File: config.mk
export PLATFORM = sky130hd
export DESIGN_NAME = reset_seq_ctrl
export DESIGN_NICKNAME = d
export VERILOG_FILES = /design/src/rtl/reset_seq_ctrl.sv
export SDC_FILE = /design/constraint.sdc
export NUM_CORES = 1
export LEC_CHECK = 0
export CORE_AREA = 2 2 48 50
export CTS_CLUSTER_DIAMETER = 120
export DETAILED_ROUTE_END_ITERATION = 6
export DIE_AREA = 0 0 50 52
export HOLD_SLACK_MARGIN = 0.08
export PLACE_DENSITY = 0.63
export RECOVER_POWER = 100
export SLEW_MARGIN = 20
export SYNTH_ARGS = -nofsm -noshare
export SYNTH_HDL_FRONTEND = slang
export SYNTH_SLANG_ARGS = --single-unit
File: constraint.sdc
create_clock -name clk -period 2.3 [get_ports clk]
set_input_delay 0.575 -clock clk [delete_from_list [all_inputs] [get_ports clk]]
set_output_delay 0.575 -clock clk [all_outputs]
set_load 0.01 [all_outputs]
File: src/rtl/reset_seq_ctrl.sv
// Reset sequencer: synchronizes the async reset, then releases three
// active-low domain resets in order, with a software re-sequence path.
module reset_seq_ctrl #(
    parameter int HOLD_CYC = 16,
    parameter int GAP_CYC  = 8,
    parameter int CNT_W    = 8
) (
    input  logic       clk,
    input  logic       rst_async_n,
    input  logic       sw_rst_req,
    output logic [2:0] rst_n_o,
    output logic       sys_ready,
    output logic       sw_rst_ack
);

    typedef enum logic [1:0] {S_HOLD, S_SEQ0, S_SEQ1, S_RUN} state_e;

    localparam logic [CNT_W-1:0] HOLD_LAST = CNT_W'(HOLD_CYC - 1);
    localparam logic [CNT_W-1:0] GAP_LAST  = CNT_W'(GAP_CYC - 1);
    localparam logic [CNT_W-1:0] CNT_ONE   = CNT_W'(1);

    logic [1:0]       sync_q;
    logic             rst_int_n;
    state_e           state_q, state_d;
    logic [CNT_W-1:0] cnt_q, cnt_d;
    logic [2:0]       rst_n_q, rst_n_d;
    logic             ready_q, ready_d;
    logic             ack_q, ack_d;

    // Reset is asserted asynchronously but released only through two flops.
    always_ff @(posedge clk or negedge rst_async_n) begin
        if (!rst_async_n) begin
            sync_q <= 2'b00;
        end else begin
            sync_q <= {sync_q[0], 1'b1};
        end
    end

    assign rst_int_n = sync_q[1];

    always_ff @(posedge clk or negedge rst_async_n) begin
        if (!rst_async_n) begin
            state_q <= S_HOLD;
            cnt_q   <= '0;
            rst_n_q <= 3'b000;
            ready_q <= 1'b0;
            ack_q   <= 1'b0;
        end else begin
            state_q <= state_d;
            cnt_q   <= cnt_d;
            rst_n_q <= rst_n_d;
            ready_q <= ready_d;
            ack_q   <= ack_d;
        end
    end

    always_comb begin
        state_d = state_q;
        cnt_d   = cnt_q;
        unique case (state_q)
            S_HOLD: begin
                if (!rst_int_n) begin
                    cnt_d = '0;
                end else if (cnt_q == HOLD_LAST) begin
                    state_d = S_SEQ0;
                    cnt_d   = '0;
                end else begin
                    cnt_d = cnt_q + CNT_ONE;
                end
            end
            S_SEQ0: begin
                if (cnt_q == GAP_LAST) begin
                    state_d = S_SEQ1;
                    cnt_d   = '0;
                end else begin
                    cnt_d = cnt_q + CNT_ONE;
                end
            end
            S_SEQ1: begin
                if (cnt_q == GAP_LAST) begin
                    state_d = S_RUN;
                    cnt_d   = '0;
                end else begin
                    cnt_d = cnt_q + CNT_ONE;
                end
            end
            S_RUN: begin
                cnt_d = '0;
                if (sw_rst_req) begin
                    state_d = S_HOLD;
                end
            end
            default: begin
                state_d = S_HOLD;
                cnt_d   = '0;
            end
        endcase
    end

    // Outputs are decoded from the next state so they change on the same
    // edge as the state, yet leave the block straight from flops.
    always_comb begin
        rst_n_d = 3'b000;
        ready_d = 1'b0;
        ack_d   = (state_q == S_RUN) && sw_rst_req;
        unique case (state_d)
            S_HOLD:  rst_n_d = 3'b000;
            S_SEQ0:  rst_n_d = 3'b001;
            S_SEQ1:  rst_n_d = 3'b011;
            S_RUN: begin
                rst_n_d = 3'b111;
                ready_d = 1'b1;
            end
            default: rst_n_d = 3'b000;
        endcase
    end

    assign rst_n_o    = rst_n_q;
    assign sys_ready  = ready_q;
    assign sw_rst_ack = ack_q;

endmodule
# Yosys cells after proc, flatten, opt, wreduce, memory -nomap -nowiden
# Cells that the tools add are included.
# totals
register_bits	17
latch_bits	0
mem_bits_rw	0
romBits	0
in_bits	3
out_inout_bits	5
word_cells	31
memories	0
# op_classes
n_addsub	1
multipliers	0
div_mod_pow	0
n_lt_le_gt_ge	0
n_eq_ne	8
shift	0
n_mux	12
bitwise	0
n_reduce_logical	4
# ops
op	count
2-to-1 mux 8 bit	3
case mux 8 bit (3 select lines)	1
case mux 3 bit (4 select lines)	1
2-to-1 mux 2 bit	5
adder 8 x 1 -> 8 bit (second input constant)	1
equality test 2 bit (second input constant)	4
equality test 8 x 3 -> 1 bit (second input constant)	1
equality test 8 x 4 -> 1 bit (second input constant)	1
case mux 2 bit (4 select lines)	1
equality test 2 x 1 -> 1 bit (second input constant)	2
logical NOT 2 bit	2
OR reduction 2 bit	1
logical AND 1 bit	1
2-to-1 mux 1 bit	1

# Logic depth before layout (Yosys ltp)
# depth
ltp_word	6
ltp_mapped	7
mapped_depth_nobuf	6

# Worst setup path before layout
# No wires, ideal clock.
# synth_timing
path_type	reg2reg
start	register state_q[1]
end	register ready_q (netlist: sys_ready)
setup_time_ns	0.086
arrival_time_ns	1.778
t_required_ns	2.214
path_slack_ns	0.436
stages_incl_launch_ff	8
n_path_buf	1
period_less_slack_ns	1.864
path_cell_list	dfrtp_1 inv_1 ha_1 buf_6 or3b_1 a2111oi_1 a311oi_2 nor3_1
# synth_via
elab_chain_cells	5
elab_cells_between_ends	12
cone_classes	eq/ne: 4; mux: 7; reduce/logical: 1
# synth_lines
item	line	rtl
from (decl)	24	state_e state_q, state_d;
from (signal assigned)	49	state_q <= state_d;
2-to-1 mux 2 bit	64	end else if (cnt_q == HOLD_LAST) begin
2-to-1 mux 2 bit	62	if (!rst_int_n) begin
case mux 2 bit (4 select lines) (*)	60	unique case (state_q)
equality test 2 bit (*)	106	unique case (state_d)
2-to-1 mux 1 bit (*)	106	
named net ready_d	27	logic ready_q, ready_d;
to (signal assigned)	52	ready_q <= ready_d;
to (decl)	27	
# The timed path passes the listed nets; every way through them passes the cells marked *.

# Worst setup path after layout
# layout_timing
start	register cnt_q[0]
end	register cnt_q[4]
# layout_via
elab_chain_cells	4
elab_cells_between_ends	7
cone_classes	add/sub: 1; eq/ne: 2; mux: 4
# layout_lines
item	line	rtl
from (decl)	25	logic [CNT_W-1:0] cnt_q, cnt_d;
from (signal assigned)	50	cnt_q <= cnt_d;
adder 8 x 1 -> 8 bit / equality test 8 x 4 -> 1 bit (equally long branches)	n/a	
2-to-1 mux 8 bit	64	
2-to-1 mux 8 bit	62	
case mux 8 bit (3 select lines) (*)	60	
named net cnt_d[4]	25	
# Marks and branches as above.

==> out/qor.txt <==
YOSYS
--------------------------------------------------------------------------------------------------------
Sequential element share of the synthesized area                                                   0.472
Number of synthesized flops with an enable pin                                                         0
Biggest area contributors in the synthesized netlist                                        dfrtp_1, ha_1, nand4bb_4
Asr flop ratio synth                                                                                1.00
Most used flip-flop cell after synthesis                                                         dfrtp_1
Most repeated cell in the gate-level netlist after synthesis                                     dfrtp_1
Commonest cells in the netlist                                                              dfrtp_1, nor2_1, ha_1
Yosys top cell by area                                                                           dfrtp_1
Synthesized net count                                                                                 79
Netlist Area Pre-Place                                                                           796 µm²
Number of distinct standard cells referenced by the synthesized netlist                               33
Syn. warnings                                                                                          0
Gate count after technology mapping                                                                   71
Portion of synthesized cell area occupied by the leading cell type                                 0.472
Mapped Avg Cell Area                                                                            11.2 µm²
Synth Register Bits                                                                                   15

CLOCKING
--------------------------------------------------------------------------------------------------------
Clock sink count                                                                                      15
Number of buffers added to fix hold violations after cts                                               0
Num CTS Buffers                                                                                        3
# H-tree levels                                                                                        1
Clock tree from TritonCTS                                                                          built
Gates resized, CTS repair                                                                              0
CTS max path bufs                                                                                      2
Post-CTS clock slew at the launch and capture registers of the worst setup and hold paths          90 ps
Insertion delay of the later-clocked pin in the worst-skew pair                                   290 ps
Cell chosen for the clock root                                                                  clkbuf_4
# Post-CTS Setup Buffers                                                                               0

ROUTING
--------------------------------------------------------------------------------------------------------
Vias after detailed routing                                                                          519
Routed Antenna Nets                                                                                    0
Routed Wire Length                                                                               1250 µm
1st-pass router iterations                                                                             2
Ratio of routed vias to standard cells                                                              4.90
DRC violation count after routing                                                                      0
Initial detailed-routing violation count                                                               4
WL per Instance                                                                                  11.8 µm

TIMING
--------------------------------------------------------------------------------------------------------
Post-Route Setup TNS                                                                                0 ps
Final Cycle Share                                                                                  0.862
Top achievable clock speed                                                                       505 MHz
Final setup margin                                                                                318 ps
Unrepaired setup endpoints after global routing                                                       no
Max Clock Skew                                                                                   4.56 ps
Worst hold-check slack                                                                            362 ps
Max-slew violation total from the final report                                                         0
Post-layout minimum cycle time                                                                   1980 ps
Setup-failing EPs final                                                                                0
Worst-case headroom to the max-slew limit                                                          0.570
Worst Max-Slew Pin Slew                                                                           643 ps
Final hold viol count                                                                                  0

POWER AND IR DROP
--------------------------------------------------------------------------------------------------------
Sw Pwr                                                                                          0.230 mW
Fraction of power spent switching nets                                                             0.338
Cell internal power dissipation                                                                 0.449 mW
Clk pwr share                                                                                      0.222
Pleak                                                                                           0.398 nW
Largest vdd supply drop                                                                       0.000397 V
Comb power frac                                                                                    0.286
Part of the power in registers                                                                     0.492
Power density over the cells                                                                  780 nW/µm²

CELLS AND AREA
--------------------------------------------------------------------------------------------------------
Footprint of the multi-input gates                                                               352 µm²
Final-stage net count                                                                                 87
Area growth from synthesis to layout                                                               9.43%
Area of all sequential standard cells                                                            375 µm²
Fraction of final layout cells with drive strength greater than 1                                 0.0641
Antenna cell count                                                                                     0
Filler Cells Inserted                                                                                198

CRITICAL PATH
--------------------------------------------------------------------------------------------------------
CP Data Arrival Time                                                                             2140 ps
Top delay family on crit path                                                               simple AND/OR/NAND/NOR gates
Type of element capturing the critical path                                                    flip-flop
Cell count along the critical path                                                                     5
Critical Path Fanout Max                                                                               7
Required time of the worst setup path                                                            2450 ps
Cell-by-cell listing of the critical path                                                   ha_1 -> nand4bb_2 -> or4_1 -> a2bb2oi_1 -> nor2_1
Cells on worst reg2reg path                                                                            5
Number of buffer and inverter stages on the critical path                                              0
Slowest cell on crit path                                                                          or4_1
Crit path launch type                                                                          flip-flop
Critical Setup Path Class                                                                   flip-flop to flip-flop
Maximum single-stage delay on the critical path                                                   480 ps

GLOBAL ROUTE
--------------------------------------------------------------------------------------------------------
Wire length of the first global-routing pass                                                     2260 µm
Antenna violations before repair                                                                       0
Largest net degree at the start of global routing                                                     16
Total routing usage reported by global routing                                                     0.123
Via count of the first global-routing pass                                                           502
Total congestion overflow                                                                              0

FLOORPLANNING
--------------------------------------------------------------------------------------------------------
Area of the core region                                                                         2110 µm²
Area of the die                                                                                 2600 µm²
Ports                                                                                                  8
Die height                                                                                         52 µm
DIE WIDTH                                                                                          50 µm
Effective utilization at floorplan                                                                 0.378
Total number of placement rows                                                                        17

PLACEMENT
--------------------------------------------------------------------------------------------------------
Post-DP HPWL                                                                                      959 µm
Number of port buffers                                                                                 7
Worst slack after detailed placement                                                              285 ps
Routability Congestion                                                                             0.700

STATUS
--------------------------------------------------------------------------------------------------------
Run status                                                                                  finished, final reports clean

MIN PATH
--------------------------------------------------------------------------------------------------------
Hold crit path type                                                                         flip-flop to flip-flop
Cell count of the worst hold path                                                                      0

FLOW RUN
--------------------------------------------------------------------------------------------------------
Max-cap check violation count                                                                          0

[state kept, by name, summed over array words and instances, names as in the netlist]
name / flops
sync_q: 2
state_q: 2
sw_rst_ack: 1
rst_n_o: 1
cnt_q: 8
sys_ready: 1
[per-layer routing]
metal	routed length (µm)	vias to the layer above	global-route usage
li1	-	260	-
met1	617	249	0.163
met2	570	5	0.173
met3	12	5	0.0172
met4	53	0	0.111
met5	0	-	0
[per-stage QoR]
| step | power, mW | util | instances | instance area, µm² |
|---|---|---|---|---|
| floorplan | 0.514 | - | 71 | 796 |
| global placement | 0.547 | 0.414 | 102 | 871 |
| detailed placement | 0.553 | 0.414 | 102 | 871 |
| CTS | 0.707 | 0.427 | 106 | 898 |
| global route | 0.739 | 0.414 | 106 | 871 |
| finish | 0.679 | 0.414 | 106 | 871 |
[cells by family after synthesis]
| kind of cell | Yosys count | share of synthesized area |
|---|---|---|
| and+or+nand+nor | 28 | 0.228 |
| DFF | 15 | 0.472 |
| AOI/OAI and AO/OA | 9 | 0.0990 |
| buffers and inverters | 7 | 0.0519 |
| xor gates and xnor gates | 6 | 0.0660 |
| adders and majority gates | 5 | 0.0786 |
| other | 1 | 0.00471 |
[power by group through the flow]
stage / Combinational [mW] / Clock (mW) / Sequential (mW)
after global placement: 0.207 / 0 / 0.340
after floorplan: 0.180 / 0 / 0.334
after CTS: 0.213 / 0.158 / 0.337
after detailed placement: 0.211 / 0 / 0.342
final: 0.194 / 0.151 / 0.334
after global routing: 0.230 / 0.168 / 0.341
[path summary, 6_finish.rpt]
kind | from | end | slack [ps]
max | cnt_q[0]$_DFF_PN0_ | cnt_q[4]$_DFF_PN0_ | 320
min | sync_q[0]$_DFF_PN0_ | sync_q[1]$_DFF_PN0_ | 360
max reg2reg | cnt_q[0]$_DFF_PN0_ | cnt_q[4]$_DFF_PN0_ | 320
min reg2reg | sync_q[0]$_DFF_PN0_ | sync_q[1]$_DFF_PN0_ | 360
max in group asynchronous | rst_async_n | state_q[0]$_DFF_PN0_ | 1140
min in group asynchronous | rst_async_n | cnt_q[6]$_DFF_PN0_ | 750
[worst reg2reg max path: stages (launching register included)]
cell and delay [ps]:
dfrtp_1 390, ha_1 230, nand4bb_2 160, or4_1 480, a2bb2oi_1 480, nor2_1 110
[area by class of cell]
class,instances,area share
multi-input combinational,49,0.404
clock inverter,1,0.00575
timing repair buffer,7,0.0805
sequential,15,0.431
inverter,3,0.0129
clock buffer,3,0.0259
tap,28,0.0402
[placed cells by master (no fill, tap or decap), types with 2 or more instances in the layout]
cell type	netlist	final
clkbuf_4	0	3
o21a_1	2	2
nor2_1	7	7
dlygate4sd3_1	0	6
xor2_1	3	3
xnor2_1	3	3
ha_1	5	5
nand3_1	3	3
nand2_1	2	2
nor3_1	2	2
inv_1	3	3
dfrtp_1	15	15
nor2b_1	3	3
Note: power is estimated with default switching activity, not from simulation.
